### src/rtl/sd_pkg.sv
// Shared SD command-side definitions: frame geometry, state encoding,
// command indices and the single-bit CRC7 step.
package sd_pkg;

  localparam logic [6:0]  SD_CRC7_POLY   = 7'h09;
  localparam int unsigned SD_FRAME_BYTES = 6;
  localparam int unsigned SD_HDR_BITS    = 40;
  localparam int unsigned SD_CMD_W       = 6;
  localparam int unsigned SD_ARG_W       = 32;
  localparam int unsigned SD_CRC_W       = 7;
  localparam int unsigned SD_STATE_W     = 3;

  typedef logic [SD_STATE_W-1:0] sd_state_t;

  localparam sd_state_t IDLE = 3'd0;
  localparam sd_state_t CALC = 3'd1;
  localparam sd_state_t SEND = 3'd2;
  localparam sd_state_t GAP  = 3'd3;
  localparam sd_state_t FIN  = 3'd4;

  localparam logic [SD_CMD_W-1:0] CMD0   = 6'd0;
  localparam logic [SD_CMD_W-1:0] CMD8   = 6'd8;
  localparam logic [SD_CMD_W-1:0] CMD17  = 6'd17;
  localparam logic [SD_CMD_W-1:0] CMD55  = 6'd55;
  localparam logic [SD_CMD_W-1:0] ACMD41 = 6'd41;

  // 40-bit command header as it appears on the wire, MSB first
  typedef struct packed {
    logic [1:0]          pre;
    logic [SD_CMD_W-1:0] cmd_idx;
    logic [SD_ARG_W-1:0] arg;
  } sd_hdr_t;

  function automatic logic [SD_CRC_W-1:0] crc7_step(
    input logic [SD_CRC_W-1:0] crc,
    input logic                bit_in,
    input logic [SD_CRC_W-1:0] poly
  );
    logic fb;
    fb = crc[6] ^ bit_in;
    return {crc[5:0], 1'b0} ^ (fb ? poly : 7'h00);
  endfunction

endpackage

### src/rtl/sd_cmd_framer_if.sv
// Requester + SPI byte-engine signals of the command framer.
// master = framer side, slave = requester / SPI engine side.
interface sd_cmd_framer_if;
  import sd_pkg::*;

  logic                start;
  logic [SD_CMD_W-1:0] cmd_idx;
  logic [SD_ARG_W-1:0] arg;
  logic                busy;
  logic                done;
  logic [SD_CRC_W-1:0] crc_out;
  logic [7:0]          tx_data;
  logic                tx_valid;
  logic                tx_ready;

  modport master (
    input  start, cmd_idx, arg, tx_ready,
    output busy, done, crc_out, tx_data, tx_valid
  );

  modport slave (
    output start, cmd_idx, arg, tx_ready,
    input  busy, done, crc_out, tx_data, tx_valid
  );

endinterface

### src/rtl/sd_crc7_serial.sv
// Bit-serial CRC7 LFSR, one message bit per enabled cycle; clr wins over en.
module sd_crc7_serial
  import sd_pkg::*;
#(
  parameter logic [SD_CRC_W-1:0] POLY = SD_CRC7_POLY
) (
  input  logic                clk,
  input  logic                rst,
  input  logic                clr,
  input  logic                en,
  input  logic                bit_in,
  output logic [SD_CRC_W-1:0] crc
);

  logic [SD_CRC_W-1:0] crc_q, crc_d;

  always_comb begin
    crc_d = crc_q;
    if (clr) begin
      crc_d = '0;
    end else if (en) begin
      crc_d = crc7_step(crc_q, bit_in, POLY);
    end
  end

  always_ff @(posedge clk) begin
    if (rst) begin
      crc_q <= '0;
    end else begin
      crc_q <= crc_d;
    end
  end

  assign crc = crc_q;

endmodule

### src/rtl/sd_cmd_framer.sv
// SD SPI-mode command framer: serial CRC7 over the 40-bit header, then
// streams the 6-byte frame over a valid/ready byte handshake.
module sd_cmd_framer
  import sd_pkg::*;
#(
  parameter logic [SD_CRC_W-1:0] POLY       = SD_CRC7_POLY,
  parameter int unsigned         GAP_CYCLES = 0
) (
  input logic             clk,
  input logic             rst,
  sd_cmd_framer_if.master bus
);

  localparam int unsigned BIT_CNT_W  = 6;
  localparam int unsigned BYTE_IDX_W = 3;
  localparam int unsigned GAP_CNT_W  = 4;

  localparam logic [BIT_CNT_W-1:0]  LAST_BIT  = BIT_CNT_W'(SD_HDR_BITS - 1);
  localparam logic [BYTE_IDX_W-1:0] LAST_BYTE = BYTE_IDX_W'(SD_FRAME_BYTES - 1);
  localparam logic [GAP_CNT_W-1:0]  LAST_GAP  = GAP_CNT_W'(GAP_CYCLES - 1);

  sd_state_t                 state_q, state_d;
  logic [SD_HDR_BITS-1:0]    hdr_q, hdr_d;
  sd_hdr_t                   frame_q, frame_d;
  logic [BIT_CNT_W-1:0]      bit_cnt_q, bit_cnt_d;
  logic [BYTE_IDX_W-1:0]     byte_idx_q, byte_idx_d;
  logic [GAP_CNT_W-1:0]      gap_cnt_q, gap_cnt_d;
  logic [SD_CRC_W-1:0]       crc_out_q, crc_out_d;
  logic                      busy_q, busy_d;
  logic                      done_q, done_d;
  logic                      tx_valid_q, tx_valid_d;
  logic [7:0]                tx_data_q, tx_data_d;

  logic                      hs_c;
  logic                      crc_clr_c;
  logic                      crc_en_c;
  logic [SD_CRC_W-1:0]       crc_val;

  assign hs_c = tx_valid_q & bus.tx_ready;

  sd_crc7_serial #(.POLY(POLY)) u_crc (
    .clk    (clk),
    .rst    (rst),
    .clr    (crc_clr_c),
    .en     (crc_en_c),
    .bit_in (hdr_q[SD_HDR_BITS-1]),
    .crc    (crc_val)
  );

  // State register and datapath flops
  always_ff @(posedge clk) begin
    if (rst) begin
      state_q    <= IDLE;
      hdr_q      <= '0;
      frame_q    <= '0;
      bit_cnt_q  <= '0;
      byte_idx_q <= '0;
      gap_cnt_q  <= '0;
      crc_out_q  <= '0;
      busy_q     <= 1'b0;
      done_q     <= 1'b0;
      tx_valid_q <= 1'b0;
      tx_data_q  <= '0;
    end else begin
      state_q    <= state_d;
      hdr_q      <= hdr_d;
      frame_q    <= frame_d;
      bit_cnt_q  <= bit_cnt_d;
      byte_idx_q <= byte_idx_d;
      gap_cnt_q  <= gap_cnt_d;
      crc_out_q  <= crc_out_d;
      busy_q     <= busy_d;
      done_q     <= done_d;
      tx_valid_q <= tx_valid_d;
      tx_data_q  <= tx_data_d;
    end
  end

  // Next-state logic
  always_comb begin
    state_d = state_q;
    case (state_q)
      IDLE: if (bus.start) state_d = CALC;
      CALC: if (bit_cnt_q == LAST_BIT) state_d = SEND;
      SEND: begin
        if (hs_c) begin
          if (byte_idx_q == LAST_BYTE) begin
            state_d = FIN;
          end else if (GAP_CYCLES != 0) begin
            state_d = GAP;
          end
        end
      end
      GAP:  if (gap_cnt_q == LAST_GAP) state_d = SEND;
      FIN:  state_d = IDLE;
      default: state_d = IDLE;
    endcase
  end

  // Header capture, CRC sequencing and byte/gap counters
  always_comb begin
    hdr_d      = hdr_q;
    frame_d    = frame_q;
    bit_cnt_d  = bit_cnt_q;
    byte_idx_d = byte_idx_q;
    gap_cnt_d  = gap_cnt_q;
    crc_out_d  = crc_out_q;
    crc_clr_c  = 1'b0;
    crc_en_c   = 1'b0;
    case (state_q)
      IDLE: begin
        if (bus.start) begin
          frame_d    = '{pre: 2'b01, cmd_idx: bus.cmd_idx, arg: bus.arg};
          hdr_d      = frame_d;
          bit_cnt_d  = '0;
          byte_idx_d = '0;
          gap_cnt_d  = '0;
          crc_clr_c  = 1'b1;
        end
      end
      CALC: begin
        crc_en_c  = 1'b1;
        hdr_d     = hdr_q << 1;
        bit_cnt_d = bit_cnt_q + 1'b1;
        // Fold the final bit here so crc_out is ready on SEND entry
        if (bit_cnt_q == LAST_BIT) begin
          crc_out_d = crc7_step(crc_val, hdr_q[SD_HDR_BITS-1], POLY);
        end
      end
      SEND: begin
        if (hs_c) begin
          gap_cnt_d = '0;
          if (byte_idx_q != LAST_BYTE) byte_idx_d = byte_idx_q + 1'b1;
        end
      end
      GAP:  gap_cnt_d = gap_cnt_q + 1'b1;
      default: ;
    endcase
  end

  // Registered outputs derived from the upcoming state
  always_comb begin
    busy_d     = (state_d != IDLE);
    done_d     = (state_d == FIN);
    tx_valid_d = (state_d == SEND);
    tx_data_d  = '0;
    if (state_d == SEND) begin
      case (byte_idx_d)
        3'd0:    tx_data_d = {frame_d.pre, frame_d.cmd_idx};
        3'd1:    tx_data_d = frame_d.arg[31:24];
        3'd2:    tx_data_d = frame_d.arg[23:16];
        3'd3:    tx_data_d = frame_d.arg[15:8];
        3'd4:    tx_data_d = frame_d.arg[7:0];
        default: tx_data_d = {crc_out_d, 1'b1};
      endcase
    end
  end

  assign bus.busy     = busy_q;
  assign bus.done     = done_q;
  assign bus.crc_out  = crc_out_q;
  assign bus.tx_data  = tx_data_q;
  assign bus.tx_valid = tx_valid_q;

endmodule

### src/flat_wrapper.sv
// flat-port wrapper written by rule: the top's interface ports become plain ports
module sd_cmd_framer_flat import sd_pkg::*;
#(
  parameter logic [SD_CRC_W-1:0] POLY       = SD_CRC7_POLY,
  parameter int unsigned         GAP_CYCLES = 0
)
  (clk, rst, bus_start, bus_cmd_idx, bus_arg, bus_tx_ready, bus_busy, bus_done, bus_crc_out, bus_tx_data, bus_tx_valid);
  sd_cmd_framer_if bus_i ();
  input logic clk;
  input logic rst;
  input wire logic [$bits(bus_i.start)-1:0] bus_start;
  input wire logic [$bits(bus_i.cmd_idx)-1:0] bus_cmd_idx;
  input wire logic [$bits(bus_i.arg)-1:0] bus_arg;
  input wire logic [$bits(bus_i.tx_ready)-1:0] bus_tx_ready;
  output wire logic [$bits(bus_i.busy)-1:0] bus_busy;
  output wire logic [$bits(bus_i.done)-1:0] bus_done;
  output wire logic [$bits(bus_i.crc_out)-1:0] bus_crc_out;
  output wire logic [$bits(bus_i.tx_data)-1:0] bus_tx_data;
  output wire logic [$bits(bus_i.tx_valid)-1:0] bus_tx_valid;
  assign bus_i.start = bus_start;
  assign bus_i.cmd_idx = bus_cmd_idx;
  assign bus_i.arg = bus_arg;
  assign bus_i.tx_ready = bus_tx_ready;
  assign bus_busy = bus_i.busy;
  assign bus_done = bus_i.done;
  assign bus_crc_out = bus_i.crc_out;
  assign bus_tx_data = bus_i.tx_data;
  assign bus_tx_valid = bus_i.tx_valid;
  sd_cmd_framer #(.POLY(POLY), .GAP_CYCLES(GAP_CYCLES)) u_core (.clk(clk), .rst(rst), .bus(bus_i));
endmodule
### config.mk
export PLATFORM = sky130hd
export DESIGN_NAME = sd_cmd_framer_flat
export DESIGN_NICKNAME = d
export VERILOG_FILES = /design/src/rtl/sd_pkg.sv /design/src/rtl/sd_cmd_framer_if.sv /design/src/rtl/sd_crc7_serial.sv /design/src/rtl/sd_cmd_framer.sv /design/src/flat_wrapper.sv
export SDC_FILE = /design/constraint.sdc
export NUM_CORES = 1
export LEC_CHECK = 0
export BUFFER_PORTS_ARGS = -buffer_cell sky130_fd_sc_hd__buf_4
export CORE_ASPECT_RATIO = 1.4
export CORE_MARGIN = 5
export CORE_UTILIZATION = 30
export CTS_CLUSTER_DIAMETER = 120
export DETAILED_ROUTE_END_ITERATION = 8
export PLACE_DENSITY_LB_ADDON = 0.15
export SETUP_SLACK_MARGIN = 0.15
export SLEW_MARGIN = 15
export SYNTH_ARGS = -nofsm -noshare
export SYNTH_HDL_FRONTEND = slang
export SYNTH_SLANG_ARGS = --single-unit
### constraint.sdc
create_clock -name clk -period 4.17 [get_ports clk]
set_clock_uncertainty 0.2 [all_clocks]
set_input_delay 0.2085 -clock clk [delete_from_list [all_inputs] [get_ports clk]]
set_output_delay 0.2085 -clock clk [all_outputs]
set_load 0.02 [all_outputs]
==> results.json <==
{
  "synth_top_flop_cell": "dfxtp_1",
  "synthXorXnorAreaFrac_pct": 0.707,
  "place.gp.congestion": 0.915,
  "cp_max_fo": 23,
  "syn_area_mm2": 0.00496,
  "synth_simple_gate_area_share_pct": 21.7,
  "clock_path_buffers": 2,
  "cts_resized": 0,
  "portBuffers": 59,
  "rsz0062_at_grt": "no",
  "start_util_pct": 30.5,
  "yosysTopAreaCell": "dfxtp_1",
  "r2r_start": "u_core.state_q[0]$_SDFF_PP0_",
  "r2r_setup_slack_ns": 1.42,
  "grt_antenna_before_repair": 0,
  "yosysTopAreaCellShare_pct": 48.9,
  "hold_end": "u_core.state_q[2]$_SDFF_PP0_",
  "hold_depth": 3,
  "wirelength_mm": 14.3,
  "synthCells": 591,
  "postRouteAntennaNets": 0,
  "period_share_pct": 65.9,
  "cp-start-kind": "flip-flop",
  "setup_viol": 0,
  "via_per_inst": 5.15,
  "clk_pin_slew_worst_paths_ns": 0.05,
  "die-area_mm2": 0.0192,
  "grt_max_degree": 104,
  "clock-sinks": 121,
  "grtUsageTotal_pct": 15.1,
  "drc": 0,
  "path_class": "flip-flop to flip-flop",
  "synthArstFlopShare_pct": 0,
  "tightest_slew_ns": 1.09,
  "final_cell_area_mm2": 0.00652,
  "antenna_cells": 0,
  "coreArea_mm2": 0.0162,
  "max_freq_mhz": 364,
  "arrival_ns": 2.85,
  "wl_per_cell_um": 16.1,
  "die_x_um": 119,
  "ys_types": 60,
  "drt_iter0_drc": 341,
  "io_pins": 60,
  "period_needed_ns": 2.75,
  "power_density_mw_per_mm2": 466,
  "power_leakage_nw": 2.43,
  "reg2regPathDepth": 6,
  "end_kind": "flip-flop",
  "first_pass_iters": 5,
  "grt_pass1_vias": 4295,
  "worstHoldStart": "bus_tx_ready",
  "grt_pass1_wl_mm": 22.9,
  "cts_buffers": 17,
  "tritoncts": "done",
  "layout-drive-gt1-share_pct": 16.0,
  "synth_compound_area_share_pct": 19.2,
  "ys_ff_latch": 121,
  "grt_overflow": 0,
  "ys_warn_count": 0,
  "hpwl_mm": 10.1,
  "clkLatencyLatePin_ns": 0.41,
  "hold_path.class": "input pin to flip-flop",
  "synthMuxAreaShare_pct": 4.29,
  "synth_edf_count": 0,
  "synth_nets": 637,
  "place_area_mm2": 0.00552,
  "yosysSeqAreaShare_pct": 48.9,
  "die_h_um": 162,
  "num_vias": 4558,
  "crit_start": "u_core.state_q[0]$_SDFF_PP0_",
  "rows": 55,
  "synthAdderAreaFrac_pct": 1.01,
  "worst_hold_slack_ns": 0.116,
  "vdd_ir_drop_max_mv": 0.223,
  "status": "complete, no violations",
  "worstPathRequired_ns": 4.27,
  "hold_buffers": 38,
  "synth_top_family_by_area": "simple AND/OR/NAND/NOR gates",
  "report.final.slew_viol_count": 0,
  "max_slew_margin_pct": 27.0,
  "timing.rr.end": "u_core.bus.tx_data[6]$_SDFF_PP0_",
  "syn_to_final_growth_pct": 31.4,
  "yosys-top-cells-count": "nand2_1 (157), dfxtp_1 (121), a21oi_1 (56)",
  "synthTopCellsByArea": "dfxtp_1 (49%), nand2_1 (12%), a21oi_1 (5.7%), a31oi_1 (4.4%), mux2i_1 (3.8%)",
  "setup_tns_ns": 0,
  "post-synth-top-count-cell": "nand2_1",
  "hold_viol": 0,
  "clock-root-buffer": "clkbuf_16",
  "syn_avg_cell_area_um2": 8.39,
  "nNetsFinal": 720,
  "cts_setup_buffers": 0,
  "cap_violations": 0,
  "htree_levels": 4
}
==> layout make-up <==
| class | instances | area (um^2) |
|---|---|---|
| clock buffers | 22 | 474 |
| clock inverters | 9 | 145 |
| fillers | 1680 | 9720 |
| inverters | 6 | 22.5 |
| multi-input cells | 425 | 2330 |
| flip-flops and latches | 121 | 2420 |
| well taps | 199 | 249 |
| repair buffers | 103 | 868 |
==> flip-flops by register name (all words and copies together), names as in the netlist <==
name,flops
u_core.frame_q,40
u_core.gap_cnt_q,4
u_core.bus.tx_valid,1
u_core.bus.crc_out,7
u_core.bus.tx_data,8
u_core.hdr_q,40
u_core.state_q,3
u_core.bus.done,1
u_core.bus.busy,1
u_core.u_crc.crc,7
u_core.bit_cnt_q,6
u_core.byte_idx_q,3
==> cells by family (layout without fill, tap and decap cells) <==
group           Yosys count  after routing
simple gates            250            250
buf+inv                  45            140
flops                   121            121
compound gates          146            146
fa+ha+maj                 4              4
mux                      21             21
xor+xnor                  4              4
==> metrics by stage <==
step | setup WS [ns] | total power, mW | util [%] | std cells
4_1_cts | 1.37 | 3.08 | 40.1 | 885
2_1_floorplan | 1.95 | 1.41 | - | 591
3_3_place_gp | 1.42 | 1.50 | 34.0 | 816
5_1_grt | 1.25 | 3.15 | 40.1 | 885
6_report | 1.42 | 3.04 | 40.1 | 885
3_5_place_dp | 1.39 | 1.50 | 34.0 | 816
==> layout by cell type, fill, tap and decap left out, types with 4 or more instances in the layout <==
cell             n
nand2_1        157
dfxtp_1        121
buf_4           65
a21oi_1         56
nor2_1          45
dlygate4sd3_1   38
a31oi_1         35
mux2i_1         19
clkbuf_16       17
a22oi_1         10
nand3_1          8
a211oi_1         6
o21ai_0          5
nor3_1           5
clkinv_2         5
inv_1            4
nor3b_1          4
nand4_1          4
xnor2_1          4
ha_1             4
bufinv_16        4
==> critical path, stage by stage, from the launching register on <==
cell and delay [ns]:
dfxtp_1 0.42, nor3b_2 0.26, buf_4 0.30, and4_1 0.50, mux2i_1 0.52, mux2i_1 0.17
o221a_1 0.26
==> how the worst max path moves through the flow <==
stage / end / slack (ns) / cells after the start
finish: u_core.bus.tx_data[6]$_SDFF_PP0_ / 1.42 / 6
global route: u_core.bus.tx_data[6]$_SDFF_PP0_ / 1.25 / 6
CTS: u_core.bus.tx_data[6]$_SDFF_PP0_ / 1.37 / 6
detailed placement: u_core.bus.tx_data[6]$_SDFF_PP0_ / 1.39 / 6
global placement: u_core.bus.tx_data[6]$_SDFF_PP0_ / 1.42 / 6
floorplan: u_core.bus.tx_data[3]$_SDFF_PP0_ / 1.95 / 8
==> per-layer routing <==
| metal | global-route usage (%) | wire length, um | vias to the layer above |
|---|---|---|---|
| met5 | 0 | 0 | - |
| met4 | 6.38 | 361 | 0 |
| met3 | 3.83 | 565 | 23 |
| met1 | 17.4 | 5950 | 2184 |
| met2 | 26.6 | 7390 | 112 |
| li1 | - | - | 2239 |
==> power by group <==
group | total [mW] | switching [mW] | internal (mW)
combinational | 0.255 | 0.148 | 0.107
clock | 1.53 | 0.495 | 1.04
sequential | 1.25 | 0.0325 | 1.21
total | 3.04 | 0.676 | 2.36
Power figures use the tool's default switching activity.
